**src/rtl/tx_sched_pkg.sv**
```systemverilog
// Shared types and defaults for the transmit-lane merge arbiter.
package tx_sched_pkg;

    localparam int LANES_MAX     = 8;
    localparam int STALL_MAX_DEF = 1024;

    typedef logic [2:0] lane_idx_t;

    typedef enum logic {
        IDLE  = 1'b0,
        GRANT = 1'b1
    } arb_state_t;

endpackage

```
**src/rtl/rr_arbiter.sv**
```systemverilog
// Combinational round-robin pick: first requester searching upward from last_grant+1 with wrap.
module rr_arbiter #(
    parameter int N  = 8,
    parameter int IW = (N > 1) ? $clog2(N) : 1
) (
    input  logic [N-1:0]  req,
    input  logic [IW-1:0] last_grant,
    output logic [N-1:0]  grant,
    output logic [IW-1:0] grant_idx,
    output logic          any
);

    logic [IW-1:0] w_idx;

    always_comb begin
        grant     = '0;
        grant_idx = '0;
        any       = 1'b0;
        w_idx     = '0;
        for (int i = 1; i <= N; i++) begin
            w_idx = IW'((int'(last_grant) + i) % N);
            if (!any && req[w_idx]) begin
                any       = 1'b1;
                grant_idx = w_idx;
            end
        end
        grant[grant_idx] = any;
    end

endmodule

```
**src/rtl/tx_lane_merge_arbiter.sv**
```systemverilog
// Frame-level round-robin merge of per-lane I/Q streams into one tagged I/Q stream,
// with frame counter and sticky stall / tlast-desync flags.
module tx_lane_merge_arbiter
    import tx_sched_pkg::*;
#(
    parameter int  LANES     = 8,
    parameter int  DW        = 16,
    parameter int  STALL_MAX = STALL_MAX_DEF,
    localparam int LW        = $clog2(LANES),
    localparam int SW        = $clog2(STALL_MAX + 1)
) (
    input  logic                clk,
    input  logic                reset,
    input  logic [LANES-1:0]    lane_en,
    input  logic                err_clr,
    input  logic [LANES-1:0]    s_i_tvalid,
    input  logic [LANES*DW-1:0] s_i_tdata,
    input  logic [LANES-1:0]    s_i_tlast,
    input  logic [LANES-1:0]    s_q_tvalid,
    input  logic [LANES*DW-1:0] s_q_tdata,
    input  logic [LANES-1:0]    s_q_tlast,
    output logic [LANES-1:0]    s_tready,
    output logic                m_tvalid,
    input  logic                m_tready,
    output logic [DW-1:0]       m_i_tdata,
    output logic [DW-1:0]       m_q_tdata,
    output logic                m_tlast,
    output logic [LW-1:0]       m_tdest,
    output logic [31:0]         frame_cnt,
    output logic                stall_err,
    output logic                last_err,
    output arb_state_t          dbg_state
);

    arb_state_t       r_state;
    logic [LW-1:0]    r_grant;
    logic [LW-1:0]    r_last_grant;
    logic [LANES-1:0] r_grant_oh;
    logic             r_m_tvalid;
    logic             r_m_tlast;
    logic [DW-1:0]    r_m_i;
    logic [DW-1:0]    r_m_q;
    logic [LW-1:0]    r_m_tdest;
    logic [31:0]      r_frame_cnt;
    logic [SW-1:0]    r_stall_cnt;
    logic             r_stall_err;
    logic             r_last_err;

    logic [LANES-1:0] w_req;
    logic [LANES-1:0] w_pair_v;
    logic [LANES-1:0] w_gnt_oh;
    logic [LW-1:0]    w_gnt_idx;
    logic             w_any;
    logic             w_pair_g;
    logic             w_accept;
    logic             w_i_last;
    logic             w_q_last;
    logic             w_stall_set;
    logic             w_last_set;

    assign w_pair_v = s_i_tvalid & s_q_tvalid;
    assign w_req    = lane_en & w_pair_v;

    rr_arbiter #(.N(LANES), .IW(LW)) u_rr (
        .req        (w_req),
        .last_grant (r_last_grant),
        .grant      (w_gnt_oh),
        .grant_idx  (w_gnt_idx),
        .any        (w_any)
    );

    // Handshake: a beat moves on s_* when s_tready[g] is high, and on m_* when m_tvalid & m_tready;
    // the granted lane is ready only when both I and Q are valid and the output register can take a beat.
    assign w_pair_g    = w_pair_v[r_grant];
    assign w_accept    = reset && (r_state == GRANT) && w_pair_g && (!r_m_tvalid || m_tready);
    assign w_i_last    = s_i_tlast[r_grant];
    assign w_q_last    = s_q_tlast[r_grant];
    assign w_stall_set = reset && (r_state == GRANT) && !w_pair_g && (r_stall_cnt >= SW'(STALL_MAX - 1));
    assign w_last_set  = w_accept && (w_i_last != w_q_last);
    assign s_tready    = w_accept ? r_grant_oh : '0;

    always_ff @(posedge clk) begin
        if (!reset) begin
            r_state      <= IDLE;
            r_grant      <= '0;
            r_last_grant <= LW'(LANES - 1);
            r_grant_oh   <= '0;
            r_m_tvalid   <= 1'b0;
            r_m_tlast    <= 1'b0;
            r_m_i        <= '0;
            r_m_q        <= '0;
            r_m_tdest    <= '0;
            r_frame_cnt  <= '0;
            r_stall_cnt  <= '0;
            r_stall_err  <= 1'b0;
            r_last_err   <= 1'b0;
        end else begin
            if (w_accept) begin
                r_m_tvalid <= 1'b1;
                r_m_i      <= s_i_tdata[int'(r_grant)*DW +: DW];
                r_m_q      <= s_q_tdata[int'(r_grant)*DW +: DW];
                r_m_tlast  <= w_i_last;
                r_m_tdest  <= r_grant;
            end else if (m_tready) begin
                r_m_tvalid <= 1'b0;
            end

            case (r_state)
                IDLE: begin
                    if (w_any) begin
                        r_state      <= GRANT;
                        r_grant      <= w_gnt_idx;
                        r_last_grant <= w_gnt_idx;
                        r_grant_oh   <= w_gnt_oh;
                    end
                end
                GRANT: begin
                    // The I side's tlast alone decides where the frame ends.
                    if (w_accept && w_i_last) begin
                        r_state     <= IDLE;
                        r_frame_cnt <= r_frame_cnt + 32'd1;
                    end
                end
                default: r_state <= IDLE;
            endcase

            if (r_state != GRANT || w_accept) begin
                r_stall_cnt <= '0;
            end else if (!w_pair_g && r_stall_cnt != SW'(STALL_MAX)) begin
                r_stall_cnt <= r_stall_cnt + SW'(1);
            end

            if (w_stall_set) begin
                r_stall_err <= 1'b1;
            end else if (err_clr) begin
                r_stall_err <= 1'b0;
            end

            if (w_last_set) begin
                r_last_err <= 1'b1;
            end else if (err_clr) begin
                r_last_err <= 1'b0;
            end
        end
    end

    assign m_tvalid  = r_m_tvalid;
    assign m_i_tdata = r_m_i;
    assign m_q_tdata = r_m_q;
    assign m_tlast   = r_m_tlast;
    assign m_tdest   = r_m_tdest;
    assign frame_cnt = r_frame_cnt;
    assign stall_err = r_stall_err;
    assign last_err  = r_last_err;
    assign dbg_state = r_state;

endmodule
```
**config.mk**
```make
export PLATFORM = sky130hd
export DESIGN_NAME = tx_lane_merge_arbiter
export DESIGN_NICKNAME = d
export VERILOG_FILES = /design/src/rtl/tx_sched_pkg.sv /design/src/rtl/rr_arbiter.sv /design/src/rtl/tx_lane_merge_arbiter.sv
export SDC_FILE = /design/constraint.sdc
export NUM_CORES = 1
export LEC_CHECK = 0
export CORE_MARGIN = 4
export CORE_UTILIZATION = 30
export DETAILED_ROUTE_END_ITERATION = 7
export GPL_ROUTABILITY_DRIVEN = 0
export PLACE_DENSITY = 0.61
export SLEW_MARGIN = 5
export SYNTH_ARGS = -nofsm -noshare
export SYNTH_HDL_FRONTEND = slang
export SYNTH_HIERARCHICAL = 1
export SYNTH_SLANG_ARGS = --single-unit
```
**constraint.sdc**
```tcl
create_clock -name clk -period 4.1 [get_ports clk]
set_input_delay 0.41 -clock clk [delete_from_list [all_inputs] [get_ports clk]]
set_output_delay 0.41 -clock clk [all_outputs]
set_load 0.02 [all_outputs]
```
# Word-level counts from Yosys, hierarchy flattened
# Index checks and enable logic that the tools add are counted.
# op_classes
addsub	10
order_cmp	12
n_eq_ne	2
n_shift	2
muxes	49
n_bitwise	5
reduce_logical	33
# op_table
operator	count
128-bit by 8-bit variable part select with 16-bit output	2
3-bit by 4-bit less-than comparator with 1-bit output, second input constant	10
1-bit binary-select mux with 3-bit select	11
32-bit by 1-bit adder with 32-bit output, second input constant	1
1-bit 2-to-1 mux	27
8-bit bitwise AND	3
3-bit 2-to-1 mux	8
1-bit logical AND	16
3-bit adder, second input constant	4
11-bit by 1-bit adder with 11-bit output, second input constant	1
11-bit by 10-bit greater-or-equal comparator with 1-bit output, second input constant	1
11-bit != test, second input constant	1
1-bit logical NOT	9
8-bit 2-to-1 mux	1
3-bit by 1-bit adder with 3-bit output, second input constant	2
3-bit by 2-bit adder with 3-bit output, second input constant	2
2-bit nonzero test	3
2-bit AND reduction	2
1-bit demux with 3-bit select	1
3-bit by 1-bit greater-or-equal comparator with 1-bit output, second input constant	1
1-bit logical OR	2
1-bit NOT	2
1-bit case mux with 2 select lines	1
2-bit OR reduction	1
1-bit != test	1
# totals
regBits	97
input_bits	300
out_inout_bits	80
wordCells	126

# Logic depth before layout (Yosys ltp)
# depth
depth_word	31
mapped_depth	15
mapped_depth_nobuf	12

# Hierarchy
# Netlist, hierarchy kept.
# modules_own_cells
mod	instances	cells_per_inst	area_each_um2	seq_area_each_um2
tx_lane_merge_arbiter	1	601	6283.5	1941.9
rr_arbiter	1	124	1144.8	0.0

# Worst setup path after synthesis
# No wires, ideal clock.
# synth_path
kind	flip-flop to flip-flop
from	register r_last_grant[1]
to	register r_grant_oh[0]
setup_ns	0.076
arrival_time_ns	3.441
t_required_ns	4.024
setup_slack_ns	0.584
stages_incl_launch_ff	15
path_buffers	2
cell_sequence	dfxtp_1 > buf_6 > clkbuf_1 > inv_1 > ha_1 > xor2_1 > mux4_2 > and3_1 > o31a_1 > o32ai_1 > o211a_4 > inv_4 > nor3_1 > nand2_1 > a21boi_0
# synth_via
elab_chain_len	30
elab_cells_between_ends	61
classes_between	add/sub (8); order compare (2); mux (34); bitwise (1); reduce/logical (16)
# synth_lines
element	line	text
from (decl)	tx_lane_merge_arbiter.sv:37	logic [LW-1:0] r_last_grant;
from (signal assigned)	tx_lane_merge_arbiter.sv:86	r_last_grant <= LW'(LANES - 1);
from (signal assigned)	tx_lane_merge_arbiter.sv:113	r_last_grant <= w_gnt_idx;
3-bit by 1-bit adder with 3-bit output	rr_arbiter.sv:21	w_idx = IW'((int'(last_grant) + i) % N);
1-bit binary-select mux with 3-bit select	rr_arbiter.sv:22	if (!any && req[w_idx]) begin
1-bit 2-to-1 mux (implied by the code)	rr_arbiter.sv:22	
1-bit 2-to-1 mux	rr_arbiter.sv:22	
1-bit logical NOT	rr_arbiter.sv:22	
1-bit logical AND	rr_arbiter.sv:22	
1-bit 2-to-1 mux	rr_arbiter.sv:22	
1-bit logical NOT	rr_arbiter.sv:22	
(+16 left out)	-	
3-bit 2-to-1 mux (*)	rr_arbiter.sv:22	
via w_gnt_idx[1]	tx_lane_merge_arbiter.sv:52	logic [LW-1:0] w_gnt_idx;
3-bit by 4-bit less-than comparator with 1-bit output (implied by the code) / 3-bit by 1-bit greater-or-equal comparator with 1-bit output (equally long branches)	rr_arbiter.sv:27	grant[grant_idx] = any;
1-bit logical AND (implied by the code)	rr_arbiter.sv:27	
1-bit 2-to-1 mux (implied by the code)	rr_arbiter.sv:27	
1-bit demux with 3-bit select (*)	-	
8-bit bitwise AND (no source line) (*)	-	
via w_gnt_oh[0]	tx_lane_merge_arbiter.sv:51	logic [LANES-1:0] w_gnt_oh;
to (signal assigned)	tx_lane_merge_arbiter.sv:114	r_grant_oh <= w_gnt_oh;
to (decl)	tx_lane_merge_arbiter.sv:38	logic [LANES-1:0] r_grant_oh;
# The timed path passes the listed nets; every way through them passes the cells marked *. The select of a mux whose other input is x is not followed.
# A chain may end at the register's enable or synchronous reset.

# Worst setup path in the final report
# layout_path
from	register r_last_grant[0]
to	register r_grant_oh[7]
# Same word-level chain as after synthesis.

==> results.yml <==
sta:
  finalCritPeriodShare: 0.838
  finalSetupViolations: 0
  skew_ns: 0.0154
  fmax_mhz: 291
  final.setup.tns_ns: 0
  report.final.slew_viol_count: 0
  layout_setup_ws_ns: 0.662
  finalHoldViolations: 0
  maxSlewHeadroom: 0.401
  rsz0062_at_grt: "no"
  fin_crit_ns: 3.44
  tightest_slew_ns: 0.899
setup_path:
  end_kind: "register"
  critPathArrivalTime_ns: 3.72
  rr_endpoint: "r_grant_oh[7]"
  reg2reg_from: "r_last_grant[0]"
  r2r_slack_ns: 0.66
  path_max_fanout: 22
  required_ns: 4.38
  rr_worst_depth: 11
  critPathKind: "reg -> reg"
  critPathLaunchType: "register"
cells_and_area:
  syn2layout_area_growth_pct: 58.6
  finalNonFillerCells: 1402
  fillers: 2297
  layout_commonest_cell: "clkdlybuf4s50_1"
  nets: 1377
  drive_above_1_share: 0.127
  final_cell_mix: "378 x clkdlybuf4s50_1, 100 x nand2_1, 94 x dfxtp_1"
  post-route-util: 0.484
grt:
  grt_pass1_vias: 7050
  grt_pass1_wl_mm: 42.0
  grt_max_degree: 95
  grt_usage: 0.201
  grt-ovfl-total: 0
  antenna_found_initial: 2
synthesis:
  syn_area_per_cell_sq_um: 10.2
  yosysSeqAreaShare: 0.261
  syn_nets: 1030
  yosysUniqueCellTypes: 73
  synth.yosys.warnings: 6
  synth_edf_count: 0
  async_reset_ff_frac: 0
  ys_ff_latch: 97
  synth_flop_cell: "dfxtp_1"
  netlist_instances: 725
  netlist_area_sq_um: 7430
power_and_ir_drop:
  p_per_area_nw_per_um2: 388
  p_int_mw: 2.80
  comb_power_share: 0.549
  p_sw_frac: 0.387
  seq_power_share: 0.254
  p_total_mw: 4.57
  vdd_drop_max_mv: 0.245
  power_leakage_nw: 4.39
  pwr-share-clk: 0.197
  switchingPower_mw: 1.77
route:
  wl_mm: 28.9
  viasPerCell: 5.19
  wl_per_cell_microns: 20.6
  drcViolationCount: 0
  first_pass_iters: 5
  drt_iter0_drc: 525
  vias: 7274
  postRouteAntennaNets: 0
worst_hold_path:
  hp-start: "r_grant_oh[4]"
  min_path_cells: 2
  holdCritPathClass: "reg -> reg"
  holdPathEnd: "r_grant_oh[4]"
die:
  dieArea_sq_um: 27300
  start_util: 0.305
  fp.dieW_microns: 165
  num_io_pins: 380
  rows: 57
  coreArea_sq_um: 24300
  die_height_microns: 165
clocking:
  h-tree-depth: 3
  clk_latency_ns: 0.36
  cts_setup_buffers: 0
  cts_max_path_buffers: 2
  clock-sinks: 97
  clock-root-buffer: "clkbuf_16"
  cts_buffers: 9
  cts-resized-gates: 0
  cts_tree: "yes"
  cts_hold_buf: 0
  path_clk_slew_ns: 0.08
place:
  pre_cts_ws_ns: 0.477
  dp_hpwl_mm: 23.7
  dp.cells: 1385
  portBuffers: 379
flow_run:
  max-cap-violations: 0
run_status:
  status: "finished, final reports clean"
==> kinds of logic after synthesis <==
logic type               count (synthesis)  share of synthesized area
multiplexers                           141                      0.330
AO/OA/AOI/OAI                          103                      0.117
XOR/XNOR                                31                     0.0366
buffers and inverters                   65                     0.0436
AND/OR/NAND/NOR                        283                      0.203
adder cells (fa/ha/maj)                  5                    0.00842
flip-flops                              97                      0.261
==> cell type report <==
cell class	count	area, sq um	area share
multi-input combinational	563	5170	0.439
timing repair buffer	391	3890	0.331
sequential	97	1950	0.166
tap	324	405	0.0344
clock buffer	9	225	0.0191
clock inverter	7	93.8	0.00797
inverter	10	40.0	0.00340
antenna	1	2.50	0.000212
==> synthesized netlist by cell type (3+ instances only) <==
cell type | number | area (sq um)
nand2_1 | 100 | 375
dfxtp_1 | 97 | 1940
mux4_2 | 77 | 1730
mux2i_1 | 52 | 521
o211a_1 | 32 | 320
nor2_1 | 30 | 113
nand3_1 | 28 | 140
clkbuf_1 | 25 | 93.8
and3_1 | 22 | 138
nand4_1 | 20 | 125
buf_2 | 19 | 95.1
xnor2_1 | 19 | 166
a21boi_0 | 18 | 135
and2_1 | 18 | 113
nand2b_1 | 14 | 87.6
xor2_1 | 12 | 105
a21oi_1 | 10 | 50.1
inv_1 | 8 | 30.0
and4_1 | 7 | 61.3
nor3_1 | 7 | 35.0
o21ai_0 | 7 | 35.0
nor2b_1 | 6 | 37.5
nor4_1 | 6 | 37.5
ha_1 | 5 | 62.6
o211ai_1 | 5 | 37.5
buf_1 | 4 | 15.0
buf_6 | 4 | 45.0
mux2_1 | 4 | 45.0
nor3_2 | 4 | 40.0
a211oi_1 | 3 | 22.5
mux2_2 | 3 | 33.8
mux4_1 | 3 | 78.8
o22ai_1 | 3 | 18.8
o31ai_1 | 3 | 22.5
o41ai_1 | 3 | 26.3
or3_1 | 3 | 18.8
==> power by group through the flow <==
| stage | clock (mW) | combinational, mW | sequential (mW) |
|---|---|---|---|
| after floorplan | 0 | 1.78 | 1.17 |
| after global placement | 0 | 2.52 | 1.19 |
| after detailed placement | 0 | 2.52 | 1.19 |
| after CTS | 0.934 | 2.53 | 1.16 |
| after global routing | 0.971 | 2.72 | 1.18 |
| final | 0.902 | 2.51 | 1.16 |
==> sequential cells by signal, summed over array words and instances, names as in the netlist, 3 cells and up <==
name and flops:
m_q_tdata 16, r_last_grant 3, r_grant 3, m_i_tdata 16, frame_cnt 32, r_stall_cnt 11, m_tdest 3, r_grant_oh 8
==> through the flow <==
step	area, sq um	hold WS, ns
global route	11800	0.485
global placement	11500	0.454
CTS	11800	0.473
finish	11800	0.466
floorplan	7430	0.435
detailed placement	11500	0.461
==> layer usage <==
| metal | routed length (microns) | vias up | GRT usage | share of wire |
|---|---|---|---|---|
| li1 | - | 3479 | - | - |
| met1 | 12000 | 3530 | 0.263 | 0.42 |
| met2 | 14300 | 246 | 0.332 | 0.49 |
| met3 | 2260 | 19 | 0.0613 | 0.078 |
| met4 | 371 | 0 | 0.0375 | 0.013 |
| met5 | 0 | - | 0 | 0 |
==> worst max-delay path by stage <==
| stage | slack (ns) | start | end | cells past startpoint |
|---|---|---|---|---|
| after CTS | 0.68 | r_last_grant[0] | r_grant_oh[7] | 11 |
| after floorplan | 0.58 | r_last_grant[1] | r_grant_oh[0] | 14 |
| after detailed placement | 0.48 | s_i_tvalid[3] | r_grant_oh[7] | 11 |
| final | 0.66 | r_last_grant[0] | r_grant_oh[7] | 11 |
| after global placement | 0.55 | s_i_tvalid[6] | r_grant_oh[4] | 12 |
| after global routing | 0.47 | r_last_grant[0] | r_grant_oh[7] | 11 |
==> critical path, cell delays in order (launching register included) <==
cell and delay [ns]:
dfxtp_1 0.31, buf_4 0.22, ha_1 0.24, xnor2_1 0.46, mux4_2 0.61, o41ai_1 0.55
o32ai_1 0.21, o211a_4 0.28, inv_4 0.08, nor3b_2 0.16, nand2_1 0.08, a21boi_0 0.17
(Power assumes the default switching activity.)
